**config.mk**
```make
export PLATFORM = sky130hd
export DESIGN_NAME = alu_sequencer_flat
export DESIGN_NICKNAME = d
export VERILOG_FILES = /design/src/rtl/alu_sequencer_if.sv /design/src/rtl/alu_sequencer.sv /design/src/flat_wrapper.sv
export SDC_FILE = /design/constraint.sdc
export NUM_CORES = 1
export LEC_CHECK = 0
export CAP_MARGIN = 20
export CORE_UTILIZATION = 30
export CTS_CLUSTER_SIZE = 25
export DETAILED_ROUTE_END_ITERATION = 12
export GPL_TIMING_DRIVEN = 0
export MAX_ROUTING_LAYER = met4
export SLEW_MARGIN = 20
export SYNTH_ARGS = -nofsm -noshare
export SYNTH_HDL_FRONTEND = slang
export SYNTH_SLANG_ARGS = --single-unit
```
**constraint.sdc**
```tcl
create_clock -name clk -period 4.52 [get_ports clk]
set_input_delay 0.904 -clock clk [delete_from_list [all_inputs] [get_ports clk]]
set_output_delay 0.904 -clock clk [all_outputs]
set_load 0.01 [all_outputs]
```
**src/rtl/alu_sequencer_if.sv**
```systemverilog
// Request/result handshake bundle for alu_sequencer.
// slave = sequencer side, master = requester/consumer side.
interface alu_sequencer_if #(
    parameter int W = 16
);
    logic         in_valid;
    logic         in_ready;
    logic [2:0]   opcode;
    logic [W-1:0] operand1;
    logic [W-1:0] operand2;
    logic [5:0]   status_in;
    logic         out_valid;
    logic         out_ready;
    logic [W-1:0] result_hi;
    logic [W-1:0] result_lo;
    logic [5:0]   status_out;

    modport slave (
        input  in_valid, opcode, operand1, operand2, status_in, out_ready,
        output in_ready, out_valid, result_hi, result_lo, status_out
    );

    modport master (
        output in_valid, opcode, operand1, operand2, status_in, out_ready,
        input  in_ready, out_valid, result_hi, result_lo, status_out
    );
endinterface

```
**src/rtl/alu_sequencer.sv**
```systemverilog
// Multi-cycle ALU sequencer: 1-cycle ADD/SUB/SHR/SHL, shift-add MUL, restoring DIV on one shared adder.
// Optional macro ALU_SEQ_EARLY_TERM_EN: MUL stops once the remaining multiplier bits are zero.
module alu_sequencer #(
    parameter int W  = 16,
    parameter int CW = 5
) (
    input  logic            clk,
    input  logic            rst_n,
    alu_sequencer_if.slave  bus
);
    localparam logic [1:0] S_IDLE = 2'd0;
    localparam logic [1:0] S_ITER = 2'd1;
    localparam logic [1:0] S_DONE = 2'd2;

    localparam logic [2:0] OP_ADD = 3'b000;
    localparam logic [2:0] OP_SUB = 3'b001;
    localparam logic [2:0] OP_SHR = 3'b010;
    localparam logic [2:0] OP_SHL = 3'b011;
    localparam logic [2:0] OP_MUL = 3'b100;
    localparam logic [2:0] OP_DIV = 3'b101;

    logic [1:0]    r_state;
    logic [CW-1:0] r_cnt;
    logic [2:0]    r_op;
    logic [W-1:0]  r_a;
    logic [W-1:0]  r_hi;
    logic [W-1:0]  r_lo;
    logic [5:0]    r_st;

    logic [W:0]    w_add_a;
    logic [W:0]    w_add_b;
    logic          w_cin;
    logic [W+1:0]  w_sum;
    logic          w_v;
    logic [W:0]    w_shr;
    logic [W:0]    w_shl;
    logic [2*W-1:0] w_mul_nx;
    logic [2*W-1:0] w_mul_fin;
    logic          w_ge;
    logic [W-1:0]  w_rem_nx;
    logic [W-1:0]  w_q_nx;
    logic          w_exit;
    logic          w_unused;

    assign w_unused = ^{bus.status_in[5:2], bus.status_in[0]};

    // One adder serves ADD/SUB in IDLE and the MUL accumulate / DIV trial subtract in ITER.
    always_comb begin
        w_add_a = {1'b0, bus.operand1};
        w_add_b = {1'b0, bus.operand2};
        w_cin   = bus.status_in[1];
        if (r_state == S_ITER) begin
            if (r_op == OP_DIV) begin
                w_add_a = {r_hi, r_lo[W-1]};
                w_add_b = ~{1'b0, r_a};
                w_cin   = 1'b1;
            end else begin
                w_add_a = {1'b0, r_hi};
                w_add_b = {1'b0, r_a};
                w_cin   = 1'b0;
            end
        end else if (bus.opcode == OP_SUB) begin
            w_add_b = {1'b0, ~bus.operand2};
            w_cin   = 1'b1;
        end
    end

    assign w_sum = {1'b0, w_add_a} + {1'b0, w_add_b} + {{(W+1){1'b0}}, w_cin};
    assign w_v   = (w_add_a[W-1] == w_add_b[W-1]) && (w_sum[W-1] != w_add_a[W-1]);

    // Extra bit on the shifted-out side captures the last bit lost (C).
    assign w_shr = {bus.operand1, 1'b0} >> bus.operand2[3:0];
    assign w_shl = {1'b0, bus.operand1} << bus.operand2[3:0];

    assign w_mul_nx = r_lo[0] ? {w_sum[W:0], r_lo[W-1:1]} : {1'b0, r_hi, r_lo[W-1:1]};

    // Carry out of shifted - divisor means no borrow: quotient bit is 1.
    assign w_ge     = w_sum[W+1];
    assign w_rem_nx = w_ge ? w_sum[W-1:0] : {r_hi[W-2:0], r_lo[W-1]};
    assign w_q_nx   = {r_lo[W-2:0], w_ge};

`ifdef ALU_SEQ_EARLY_TERM_EN
    logic [W-1:0]  r_b;
    logic [CW-1:0] w_cnt_nx;
    logic [CW-1:0] w_align;

    assign w_cnt_nx  = r_cnt + 1'b1;
    // Product sits W-(cnt+1) bits too high when leaving early; shift it into place.
    assign w_align   = CW'(W-1) - r_cnt;
    assign w_mul_fin = w_mul_nx >> w_align;
    assign w_exit    = (r_cnt == CW'(W-1)) ||
                       ((r_op == OP_MUL) && ((r_b >> w_cnt_nx) == '0));

    always_ff @(posedge clk or negedge rst_n) begin
        if (!rst_n)
            r_b <= '0;
        else if (r_state == S_IDLE && bus.in_valid)
            r_b <= bus.operand2;
    end
`else
    assign w_mul_fin = w_mul_nx;
    assign w_exit    = (r_cnt == CW'(W-1));
`endif

    always_ff @(posedge clk or negedge rst_n) begin
        if (!rst_n) begin
            r_state <= S_IDLE;
            r_cnt   <= '0;
            r_op    <= '0;
            r_a     <= '0;
            r_hi    <= '0;
            r_lo    <= '0;
            r_st    <= '0;
        end else begin
            case (r_state)
                S_IDLE: if (bus.in_valid) begin
                    r_op  <= bus.opcode;
                    r_cnt <= '0;
                    case (bus.opcode)
                        OP_ADD, OP_SUB: begin
                            r_hi    <= '0;
                            r_lo    <= w_sum[W-1:0];
                            r_st    <= {2'b00, w_sum[W-1], w_v, w_sum[W], w_sum[W-1:0] == '0};
                            r_state <= S_DONE;
                        end
                        OP_SHR: begin
                            r_hi    <= '0;
                            r_lo    <= w_shr[W:1];
                            r_st    <= {2'b00, w_shr[W], 1'b0, w_shr[0], w_shr[W:1] == '0};
                            r_state <= S_DONE;
                        end
                        OP_SHL: begin
                            r_hi    <= '0;
                            r_lo    <= w_shl[W-1:0];
                            r_st    <= {2'b00, w_shl[W-1], 1'b0, w_shl[W], w_shl[W-1:0] == '0};
                            r_state <= S_DONE;
                        end
                        OP_MUL: begin
                            r_a     <= bus.operand1;
                            r_hi    <= '0;
                            r_lo    <= bus.operand2;
                            r_st    <= '0;
                            r_state <= S_ITER;
                        end
                        OP_DIV: begin
                            if (bus.operand2 == '0) begin
                                r_hi    <= bus.operand1;
                                r_lo    <= '1;
                                r_st    <= 6'b011000;
                                r_state <= S_DONE;
                            end else begin
                                r_a     <= bus.operand2;
                                r_hi    <= '0;
                                r_lo    <= bus.operand1;
                                r_st    <= '0;
                                r_state <= S_ITER;
                            end
                        end
                        default: begin
                            r_hi    <= '0;
                            r_lo    <= '0;
                            r_st    <= 6'b100000;
                            r_state <= S_DONE;
                        end
                    endcase
                end
                S_ITER: begin
                    if (r_op == OP_DIV) begin
                        r_hi <= w_rem_nx;
                        r_lo <= w_q_nx;
                    end else if (w_exit) begin
                        r_hi <= w_mul_fin[2*W-1:W];
                        r_lo <= w_mul_fin[W-1:0];
                    end else begin
                        r_hi <= w_mul_nx[2*W-1:W];
                        r_lo <= w_mul_nx[W-1:0];
                    end
                    if (w_exit) begin
                        r_state <= S_DONE;
                        if (r_op == OP_DIV)
                            r_st <= {2'b00, w_q_nx[W-1], 2'b00, w_q_nx == '0};
                        else
                            r_st <= {2'b00, w_mul_fin[2*W-1], 2'b00, w_mul_fin == '0};
                    end else begin
                        r_cnt <= r_cnt + 1'b1;
                    end
                end
                S_DONE: if (bus.out_ready) r_state <= S_IDLE;
                default: r_state <= S_IDLE;
            endcase
        end
    end

    assign bus.in_ready   = (r_state == S_IDLE);
    assign bus.out_valid  = (r_state == S_DONE);
    assign bus.result_hi  = r_hi;
    assign bus.result_lo  = r_lo;
    assign bus.status_out = r_st;
endmodule

```
**src/flat_wrapper.sv**
```systemverilog
// flat-port wrapper written by rule: the top's interface ports become plain ports
module alu_sequencer_flat 
#(
    parameter int W  = 16,
    parameter int CW = 5
)
  (clk, rst_n, bus_in_valid, bus_opcode, bus_operand1, bus_operand2, bus_status_in, bus_out_ready, bus_in_ready, bus_out_valid, bus_result_hi, bus_result_lo, bus_status_out);
  alu_sequencer_if #(.W(W)) bus_i ();
  input  logic clk;
  input  logic rst_n;
  input wire logic [$bits(bus_i.in_valid)-1:0] bus_in_valid;
  input wire logic [$bits(bus_i.opcode)-1:0] bus_opcode;
  input wire logic [$bits(bus_i.operand1)-1:0] bus_operand1;
  input wire logic [$bits(bus_i.operand2)-1:0] bus_operand2;
  input wire logic [$bits(bus_i.status_in)-1:0] bus_status_in;
  input wire logic [$bits(bus_i.out_ready)-1:0] bus_out_ready;
  output wire logic [$bits(bus_i.in_ready)-1:0] bus_in_ready;
  output wire logic [$bits(bus_i.out_valid)-1:0] bus_out_valid;
  output wire logic [$bits(bus_i.result_hi)-1:0] bus_result_hi;
  output wire logic [$bits(bus_i.result_lo)-1:0] bus_result_lo;
  output wire logic [$bits(bus_i.status_out)-1:0] bus_status_out;
  assign bus_i.in_valid = bus_in_valid;
  assign bus_i.opcode = bus_opcode;
  assign bus_i.operand1 = bus_operand1;
  assign bus_i.operand2 = bus_operand2;
  assign bus_i.status_in = bus_status_in;
  assign bus_i.out_ready = bus_out_ready;
  assign bus_in_ready = bus_i.in_ready;
  assign bus_out_valid = bus_i.out_valid;
  assign bus_result_hi = bus_i.result_hi;
  assign bus_result_lo = bus_i.result_lo;
  assign bus_status_out = bus_i.status_out;
  alu_sequencer #(.W(W), .CW(CW)) u_core (.clk(clk), .rst_n(rst_n), .bus(bus_i));
endmodule
```
# Word-level counts from Yosys, hierarchy flattened
# Cells that the tools add are included.
# W data, S select, Z words.
[word_totals]
register_bits = 64
elab_cells = 85
[classes]
n_shift = 2
add_sub_neg = 3
muxes = 37
n_reduce_logical = 18
eq_ne = 16
n_bitwise = 2
[op_table]
columns = ["op", "n"]
rows = [
  ["$mux W16", 10],
  ["$pmux W16 S2", 3],
  ["$logic_not A16 Y1", 5],
  ["$pmux W16 S5", 1],
  ["$mux W17", 4],
  ["$logic_not A32 Y1", 1],
  ["$mux W32", 1],
  ["$pmux W6 S5", 1],
  ["$add A17 B17 Y18", 1],
  ["$add A18 B1 Y18", 1],
  ["$not A16 Y17", 1],
  ["$shl A16 B4 Y17", 1],
  ["$shr A17 B4 Y17", 1],
  ["$not A16 Y16", 1],
  ["$mux W5", 3],
  ["$mux W6", 2],
  ["$pmux W6 S2", 1],
  ["$pmux W5 S2", 1],
  ["$eq A3 B3 Y1 const B", 3],
  ["$reduce_and A3 Y1", 3],
  ["$mux W2", 4],
  ["$ne A2 B2 Y1 const B", 4],
  ["$eq A3 B2 Y1 const B", 2],
  ["$pmux W2 S3", 1],
  ["other kinds (18)", 22],
]

# Depth between registers and ports, before layout
[depth]
word_depth = 10
ltp_mapped = 18
depth_no_buf = 15

# Worst setup path after synthesis
# No wires, ideal clock.
[synth_path]
kind = "input port to flip-flop"
startpoint = "in bus_opcode[0]"
endpoint = "reg u_core.r_st[0] (netlist: u_core.bus.status_out[0])"
n_path_buf = 3
t_arrival_ns = 5.190
stages = 16
setup_slack_ns = -0.746
cell_sequence = "buf_2 -> inv_2 -> nor3_1 -> buf_1 -> clkbuf_1 -> o31ai_1 -> fa_1 -> fa_1 -> nor2b_1 -> o2111ai_2 -> a31o_4 -> o21a_4 -> xnor2_1 -> or4_1 -> or4_1 -> o21ai_1"
[synth_between]
elab_chain_cells = 10
word_cells_on_any_way = 22
[synth_lines]
columns = ["element", "line_no", "rtl"]
rows = [
  ["start, declared", "flat_wrapper.sv:12", "input wire logic [$bits(bus_i.opcode)-1:0] bus_opcode;"],
  ["$eq A3 B1 Y1", "alu_sequencer.sv:62, alu_sequencer.sv:119", ""],
  ["$mux W16", "alu_sequencer.sv:62", "end else if (bus.opcode == OP_SUB) begin"],
  ["$mux W17", "alu_sequencer.sv:52", "if (r_state == S_ITER) begin"],
  ["$add A17 B17 Y18", "alu_sequencer.sv:68", "assign w_sum = {1'b0, w_add_a} + {1'b0, w_add_b} + {{(W+1){1'b0}}, w_cin};"],
  ["$add A18 B1 Y18", "alu_sequencer.sv:68", ""],
  ["$mux W32", "alu_sequencer.sv:75", "assign w_mul_nx = r_lo[0] ? {w_sum[W:0], r_lo[W-1:1]} : {1'b0, r_hi, r_lo[W-1:1]};"],
  ["$logic_not A32 Y1", "alu_sequencer.sv:183", "r_st <= {2'b00, w_mul_fin[2*W-1], 2'b00, w_mul_fin == '0};"],
  ["$mux W4", "alu_sequencer.sv:180", "if (r_op == OP_DIV)"],
  ["$mux W6", "alu_sequencer.sv:178", "if (w_exit) begin"],
  ["$pmux W6 S2 *", "alu_sequencer.sv:115", "case (r_state)"],
  ["end signal, assigned", "alu_sequencer.sv:123", "r_st <= {2'b00, w_sum[W-1], w_v, w_sum[W], w_sum[W-1:0] == '0};"],
  ["end signal, assigned", "alu_sequencer.sv:181", "r_st <= {2'b00, w_q_nx[W-1], 2'b00, w_q_nx == '0};"],
  ["end signal, assigned", "alu_sequencer.sv:183", ""],
  ["end, declared", "alu_sequencer.sv:28", "logic [5:0] r_st;"],
]
# Every way passes the cells marked *; elsewhere a longest branch is shown, timed or not. The select of a mux whose other input is x is not followed.
# A chain may end at the register's enable or synchronous reset.

# Worst setup path after layout
[layout_path]
startpoint = "reg u_core.r_state[1]"
endpoint = "reg u_core.r_st[0] (netlist: u_core.bus.status_out[0])"
[layout_between]
elab_chain_cells = 9
word_cells_on_any_way = 20
[layout_lines]
columns = ["element", "line_no", "rtl"]
rows = [
  ["start, declared", "alu_sequencer.sv:22", "logic [1:0] r_state;"],
  ["start signal, assigned", "alu_sequencer.sv:107", "r_state <= S_IDLE;"],
  ["start signal, assigned", "alu_sequencer.sv:124", "r_state <= S_DONE;"],
  ["start signal, assigned", "alu_sequencer.sv:130", "r_state <= S_DONE;"],
  ["$eq A2 B1 Y1", "alu_sequencer.sv:52, alu_sequencer.sv:115", ""],
  ["$mux W17", "alu_sequencer.sv:52", ""],
  ["$add A17 B17 Y18", "alu_sequencer.sv:68", ""],
  ["$add A18 B1 Y18", "alu_sequencer.sv:68", ""],
  ["$mux W32", "alu_sequencer.sv:75", ""],
  ["$logic_not A32 Y1", "alu_sequencer.sv:183", ""],
  ["$mux W4", "alu_sequencer.sv:180", ""],
  ["$mux W6", "alu_sequencer.sv:178", ""],
  ["$pmux W6 S2", "alu_sequencer.sv:115", ""],
]
# Several ways; a longest one is shown, not always the timed one. The select of a mux whose other input is x is not followed.

==> impl_results.md <==
* Final Skew at 0.00803 ns
* Hold Fails Final Rpt at 0
* # setup viols final at 0
* Post-Syn Area at 7620 um2
* Count leader, synth: nand2_1
* Largest net degree at the start of global routing at 45
* Post-synth EDFFs at 0
* Most common library cells after synthesis: nand2_1 (155), nor2_1 (105), o21ai_0 (76)
* Max rail drop VDD at 0.242 mV
* Max-cap viol count at 0
* Core utilization of the finished layout at 0.382
* HP Class: input pin to asynchronous set/reset pin
* Initial Util at 0.310
* Crit start category: register
* Vias per cell at 6.15
* Synth area leader: dfrtp_1
* I/O pin count at 85
* Library cells used by synthesis at 80
* Routed WL at 34300 um
* GRT overflow at 0
* Reg2reg end: u_core.bus.status_out[0]
* Post-synthesis register bit count at 64
* CP Class: register to register
* Ratio of final minimum period to clock period at 0.976
* Syn Area/Cell at 7.62 um2
* Synth top area share at 0.210
* Detailed router's first-iteration violation count at 952
* Main flop type after synthesis: dfrtp_1
* Post-route total power at 5.54 mW
* HPWL Detailed at 26000 um
* Worst Setup End Kind: register
* Worst-skew pair later-pin latency at 0.35 ns
* Filler cells at 2529
* Nets at 1159
* Slew Limit Fails at 0
* FF-to-FF setup slack at 0.11 ns
* Share of cells above drive strength 1 at 0.138
* Die width at 161 um
* Sequential area share after synthesis at 0.210
* DR vias at 8758
* Clk sinks at 64
* H-Tree Depth at 3
* Chip height at 161 um
* Synthesized Nets at 1065
* TritonRoute pass-1 iters at 6
* Most area-consuming cells after synthesis: dfrtp_1 (21%), nand2_1 (7.6%), mux4_2 (6.5%), mux2i_1 (5.6%), nor2_1 (5.2%)
* CP Data Arrival Time at 4.69 ns
* Reg2reg start: u_core.r_state[1]
* Row cnt at 57
* Initial antenna violation count at 0
* Fmax at 227 MHz
* Routed wire per std cell at 24.1 um
* Die area at 26100 um2
* CTS Hold Buffers Added at 0
* Antenna-violating nets left at 0
* Area Overhead vs Synth at 23.2%
* Routability Congestion at 1.01
* Tmin final at 4.41 ns
* Post-synth ARST share at 1.00
* Leakage at 3.69 nW
* # DRC at 0
* TritonCTS buffer count at 9
* PwrDens at 590 nW/um2
* CTS tree: done
* Outcome: complete, no violations
* R2R depth at 16
* Rel. slew slack at 0.312
* Worst-path maximum fanout at 10
* Tot GR Track Use at 0.271
* Core ar. at 24600 um2
* Worst Max-Slew Pin Slew at 1.02 ns
* Post-Synthesis Cells at 1000
* Antenna cell count at 0
* First-pass GRT wire length at 51700 um
* Vias in the first global route at 8130
* Clk slew on worst S/H paths at 0.06 ns
* PortBufs at 75
* CTS max path bufs at 2
* Clock Tree Root: clkbuf_16
* Synth warn at 0
* Critical Path RT at 4.79 ns
* Worst hold slack at 0.445 ns
placed cells by master, fill, tap and decap left out, drive strengths merged, types with 10 or more instances in the layout:
cell and instances:
a31oi 33, nor3 21, inv 14, mux4 22, dfrtp 64, nor2b 17, o21ai 87, o31ai 11
a22oi 10, clkbuf 74, mux2 25, ha 18, and3 11, mux2i 43, a21oi 53, nor2 106
a211oi 10, clkdlybuf4s50 69, a221oi 22, nor4 10, buf 40, xnor2 41, nand2b 12, o211ai 11
nand2 155
flip-flops by register name, indices dropped and copies added (netlist names):
register               flops
u_core.bus.result_hi      16
u_core.bus.result_lo      16
u_core.r_a                16
u_core.bus.status_out      6
u_core.r_cnt               5
u_core.r_op                3
u_core.r_state             2
repair_timing:
action	in CTS	in global routing
hold endpoints to repair	0	0
endpoints found under the setup margin	34	22
gates resized for setup	45	47
pin swaps	5	3
buffers inserted	10	3
power breakdown:
part	total (mW)	switching, mW	internal [mW]
registers	1.21	0.380	0.826
logic	3.62	2.15	1.47
clock network	0.712	0.271	0.441
per-stage QoR:
stage | setup TNS, ns | area (um2) | worst slack [ns] | instances
2_1_floorplan | 0 | 7680 | 0.0752 | 1000
3_3_place_gp | -35.11 | 8840 | -1.54 | 1399
3_5_place_dp | -35.55 | 8870 | -1.57 | 1400
4_1_cts | 0 | 9330 | 0.0112 | 1421
5_1_grt | -0.00250 | 9390 | -0.00250 | 1423
6_report | 0 | 9390 | 0.110 | 1423
layer usage:
metal	track usage	up-vias	routed length, um
li1	-	3901	-
met1	0.367	4219	14800
met2	0.394	546	14900
met3	0.0578	92	3460
met4	0.0986	0	1160
met5	-	-	0
cells by family after synthesis:
group / count (synthesis) / share of synthesized area
adder cells (fa/ha/maj): 20 / 0.0348
multiplexers: 90 / 0.158
AND/OR/NAND/NOR: 370 / 0.219
XOR/XNOR: 45 / 0.0517
flip-flops: 64 / 0.210
AO/OA/AOI/OAI: 304 / 0.267
buffers and inverters: 107 / 0.0591
how the worst max path moves through the flow:
stage                                 start                       end  cells past startpoint
after CTS                   bus_operand2[1]  u_core.bus.status_out[0]                     15
after floorplan             bus_operand2[0]  u_core.bus.status_out[0]                     17
after global routing        bus_operand2[0]  u_core.bus.status_out[0]                     18
after detailed placement    bus_operand2[3]   u_core.bus.result_hi[4]                     16
after global placement      bus_operand2[3]   u_core.bus.result_hi[3]                     16
final                     u_core.r_state[1]  u_core.bus.status_out[0]                     16
area by class of cell:
type	instances	area, um2	area share
multi-input cells	829	5660	0.602
clock buffers	11	243	0.0258
well taps	324	405	0.0432
clock inverters	5	56.3	0.00599
inverters	15	56.3	0.00599
flip-flops and latches	64	1600	0.171
repair buffers	89	870	0.0926
plain buffers	86	503	0.0535
critical path: stages (launching register included):
cell and delay [ns]:
dfrtp_1 0.35, buf_2 0.16, nor2b_1 0.12, clkbuf_2 0.25, clkbuf_4 0.27, clkbuf_2 0.26
a21oi_2 0.11, fa_2 0.41, fa_2 0.39, nor2b_1 0.15, o2111ai_2 0.17, a31o_4 0.28
o21a_4 0.22, xnor2_4 0.17, or4_1 0.49, or4_1 0.41, o21ai_1 0.12
Note: power is estimated with default switching activity, not from simulation.
